File: src/rtl/subtractor_pkg.sv
// Shared constants for the ripple-borrow subtractor.
package subtractor_pkg;
  localparam int SUB_W_DEFAULT = 4;
endpackage

File: src/rtl/full_subtractor.sv
// One-bit full-subtractor cell: d = a - b - bin, with borrow-out.
module full_subtractor (
  input  logic a,
  input  logic b,
  input  logic bin,
  output logic d,
  output logic bout
);
  assign d    = a ^ b ^ bin;
  assign bout = (~a & b) | (~(a ^ b) & bin);
endmodule

File: src/rtl/subtractor.sv
// N-bit ripple-borrow subtractor D = A - B - B_in with registered result and flags.
module subtractor
  import subtractor_pkg::*;
#(
  parameter int N = SUB_W_DEFAULT
) (
  input  logic         clk,
  input  logic         rst_n,
  input  logic [N-1:0] A,
  input  logic [N-1:0] B,
  input  logic         B_in,
  input  logic         in_valid,
  output logic [N-1:0] D,
  output logic         B_out,
  output logic         V,
  output logic         Z,
  output logic         out_valid
);
  logic [N:0]   bor;
  logic [N-1:0] diff;
  logic         v_next;
  logic         z_next;

  logic [N-1:0] d_reg;
  logic         b_out_reg;
  logic         v_reg;
  logic         z_reg;
  logic         out_valid_reg;

  assign bor[0] = B_in;

  for (genvar gi = 0; gi < N; gi++) begin : g_cell
    full_subtractor u_cell (
      .a   (A[gi]),
      .b   (B[gi]),
      .bin (bor[gi]),
      .d   (diff[gi]),
      .bout(bor[gi+1])
    );
  end

  // Overflow only possible when operand signs differ and the result sign flips away from A.
  assign v_next = (A[N-1] ^ B[N-1]) & (A[N-1] ^ diff[N-1]);
  assign z_next = (diff == '0);

  always_ff @(posedge clk or negedge rst_n) begin
    if (!rst_n) begin
      d_reg         <= '0;
      b_out_reg     <= 1'b0;
      v_reg         <= 1'b0;
      z_reg         <= 1'b0;
      out_valid_reg <= 1'b0;
    end else begin
      out_valid_reg <= in_valid;
      if (in_valid) begin
        d_reg     <= diff;
        b_out_reg <= bor[N];
        v_reg     <= v_next;
        z_reg     <= z_next;
      end
    end
  end

  assign D         = d_reg;
  assign B_out     = b_out_reg;
  assign V         = v_reg;
  assign Z         = z_reg;
  assign out_valid = out_valid_reg;
endmodule

File: config.mk
export PLATFORM = sky130hd
export DESIGN_NAME = subtractor
export DESIGN_NICKNAME = d
export VERILOG_FILES = /design/src/rtl/subtractor_pkg.sv /design/src/rtl/full_subtractor.sv /design/src/rtl/subtractor.sv
export SDC_FILE = /design/constraint.sdc
export NUM_CORES = 1
export LEC_CHECK = 0
export ABC_AREA = 1
export CORE_AREA = 2 2 39 41
export DETAILED_ROUTE_END_ITERATION = 8
export DIE_AREA = 0 0 41 43
export GPL_ROUTABILITY_DRIVEN = 0
export PLACE_DENSITY = 0.69
export SYNTH_ARGS = -nofsm -noshare
export SYNTH_HDL_FRONTEND = slang
export SYNTH_SLANG_ARGS = --single-unit
File: constraint.sdc
create_clock -name clk -period 0.8 [get_ports clk]
set_input_delay 0.08 -clock clk [delete_from_list [all_inputs] [get_ports clk]]
set_output_delay 0.08 -clock clk [all_outputs]
set_load 0.01 [all_outputs]
==> results of run 1 <==
## timing repair
action                     in CTS  in global routing
pin swaps                       6                  7
setup buffers                   1                  2
setup endpoints to repair      15                 14
gates resized for setup        48                  3
## cells in the final DEF (no fill, tap or decap), drive strengths merged, types with 2 or more instances in the layout
master | synthesis | final
o21ai | 5 | 5
nand3 | 2 | 2
buf | 1 | 20
clkbuf | 0 | 3
clkdlybuf4s50 | 0 | 7
dfrtp | 8 | 8
nand2 | 10 | 10
inv | 8 | 8
fa | 4 | 4
## cells by family (layout without fill, tap and decap cells)
logic type / Yosys count / after routing
adders and majority gates: 5 / 5
AOI/OAI and AO/OA: 6 / 6
and+or+nand+nor: 13 / 13
buffers and inverters: 9 / 39
DFF: 8 / 8
## cell type report
class	count	area (um^2)	share of cell area [%]
repair buffers	28	211	30.8
multi-input cells	24	201	29.4
flip-flops and latches	8	200	29.2
inverters	8	30.0	4.38
clock buffers	3	22.5	3.28
well taps	16	20.0	2.92
## how the worst max path moves through the flow
| stage | depth (start not counted) | to | slack (ns) |
|---|---|---|---|
| 6_report | 9 | Z$_DFFE_PN0P_ | -1.05 |
| 5_1_grt | 9 | Z$_DFFE_PN0P_ | -1.13 |
| 4_1_cts | 9 | D[3]$_DFFE_PN0P_ | -1.14 |
| 3_5_place_dp | 10 | D[3]$_DFFE_PN0P_ | -1.71 |
| 3_3_place_gp | 10 | V$_DFFE_PN0P_ | -1.67 |
| 2_1_floorplan | 9 | V$_DFFE_PN0P_ | -1.15 |
## routing by layer
layer / part of all wire [%] / up-vias
met5: 0 / -
met4: 5.0 / 0
met3: 4.9 / 5
met2: 52 / 18
met1: 38 / 166
li1: - / 184
## cell usage after synthesis (all sizes together)
cell	n
nand2	10
dfrtp	8
inv	8
o21ai	5
fa	4
nand3	2
buf	1
ha	1
nor2	1
o21a	1
## metrics by stage
| step | hold WS (ns) | area (um^2) | util, % | power (W) |
|---|---|---|---|---|
| 6_report | 0.0937 | 686 | 49.5 | 0.00123 |
| 3_5_place_dp | 0.379 | 684 | 49.5 | 0.000937 |
| 3_3_place_gp | 0.372 | 684 | 49.5 | 0.000918 |
| 2_1_floorplan | -0.216 | 440 | - | 0.000675 |
| 4_1_cts | 0.101 | 664 | 48.0 | 0.00121 |
| 5_1_grt | 0.109 | 686 | 49.5 | 0.00131 |
## worst max-delay path: cells and delay by family
kind,cells,cell delay [ns]
fa+ha+maj,4,1.52
buf+inv,3,0.24
compound gates,1,0.14
simple gates,1,0.05
## where the power goes
part / switching (W) / internal [W] / leakage (nW) / total [W]
clock: 0.000145 / 0.000172 / 0.0138 / 0.000317
sequential: 0.0000305 / 0.000461 / 0.0982 / 0.000492
combinational: 0.000188 / 0.000238 / 0.239 / 0.000425
==> flow_summary.ini, run 1 <==
[synth]
syn_inst = 41
synthMuxAreaShare_pct = 0
synth_nets = 58
synth-xor-area-share_pct = 0
syn_area_um2 = 433
synth.avg_cell_area_um2 = 10.6
yosys-top-cells-area = dfrtp_1, fa_1, nand2_1, o21ai_2, inv_1
synthDistinctLibCells = 12
synth_top_cell_area_share_pct = 46.2
synth_warnings = 0
synth_top_area_cell = dfrtp_1
seq_area_frac_synth_pct = 46.2
synth_compound_area_share_pct = 11.0
synthSimpleGateAreaFrac_pct = 11.8
synth_top_family_by_area = adder cells
synth_seq_cells = 8
synth_adder_area_share_pct = 21.4

[route]
ant_nets = 0
drt-total-wl_um = 966
wl_per_cell_um = 11.1
drc = 0
dr.pass1.iters = 4
avgViaCountPerCell = 4.29
vias = 373
dr.first_iter.drc_count = 3

[hold_path]
worstHoldPathType = in -> async

[clock_tree]
clock-root-buffer = clkbuf_4
postCtsHoldBufs = 0
clockBufferDepth = 2
htree_levels = 1
clock_latency_ns = 0.26
cts_buffers = 3
cts_tree = built
clock_sinks = 8
clk_transition_reported_paths_ns = 0.06

[global_routing]
gr-usage-met2_pct = 20.3
grt.total_usage_pct = 14.1
first_global_vias = 364
antenna_found_initial = 0
met3_usage_pct = 1.57
grt_pass1_wl_um = 1550
grt_use_met1_pct = 16.7
grt-busiest-layer = met2
grt_start_max_net_pins = 12
grt-ovfl-total = 0

[timing]
max_freq_mhz = 542
rsz0062_at_grt = true
hold_viol = 0
tightest_slew_ns = 0.220
setup_viol = 14
fin_crit_ns = 1.85
skew_ns = 0
fin_crit_sh_pct = 231
fin_ws_ns = -1.05
slew_violations = 0
relSlewSlack_pct = 85.3
fin_tns_setup_ns = -5.09

[floorplan]
core_area_um2 = 1380
start_util_pct = 31.3
die_w_um = 41
die-area_um2 = 1760
fp.dieH_um = 43
rows = 14
num_io_pins = 20

[job]
drv_cap = 0

[run_status]
status = complete, but fails checks
violations = setup timing

[critical_path]
setup.worst_path.end_class = flip-flop
critPathLaunch = B_in
crit_top_cell = fa_2
r2r_end = D[3]$_DFFE_PN0P_
crit_fanout = 2
r2r_slack_ns = -0.09
worstReg2RegStart = D[3]$_DFFE_PN0P_
start_kind = input port
cpPeakStageDelay_ns = 0.42
crit_type = in -> reg
crit_chain = buf_6, fa_2, fa_2, fa_2, inv_2, fa_1, inv_2, nand2_2, o21ai_1
r2r_cells = 3
critPathRequiredTime_ns = 0.97
worst_path_max_delay_cell = fa_1
crit_arrival_ns = 2.02

[layout]
layout.cells.non_filler = 87
area_growth_pct = 58.4
nFillCells = 144
drive_gt1_share_pct = 50.7
largest_reg_flops = 4
nNetsFinal = 90
n_antenna_cell = 0

[pwr]
cellPowerDensity_nw_per_um2 = 1800
max-vdd-ir-drop_v = 0.000792
leakage_nw = 0.351

[placed_design]
place_ws_ns = -1.71
dp.cells = 81
io_buffers = 19
No activity file was read; power rests on OpenSTA's default activity.
==> inputs of run 2 (changes only) <==
--- a/config.mk
+++ b/config.mk
@@ -7,6 +7,7 @@
 export LEC_CHECK = 0
 export ABC_AREA = 1
 export CORE_AREA = 2 2 39 41
+export CTS_CLUSTER_DIAMETER = 40
 export DETAILED_ROUTE_END_ITERATION = 8
 export DIE_AREA = 0 0 41 43
 export GPL_ROUTABILITY_DRIVEN = 0
==> results of run 2 <==
The final DEF is identical to that of run 1; final timing and power are the same.
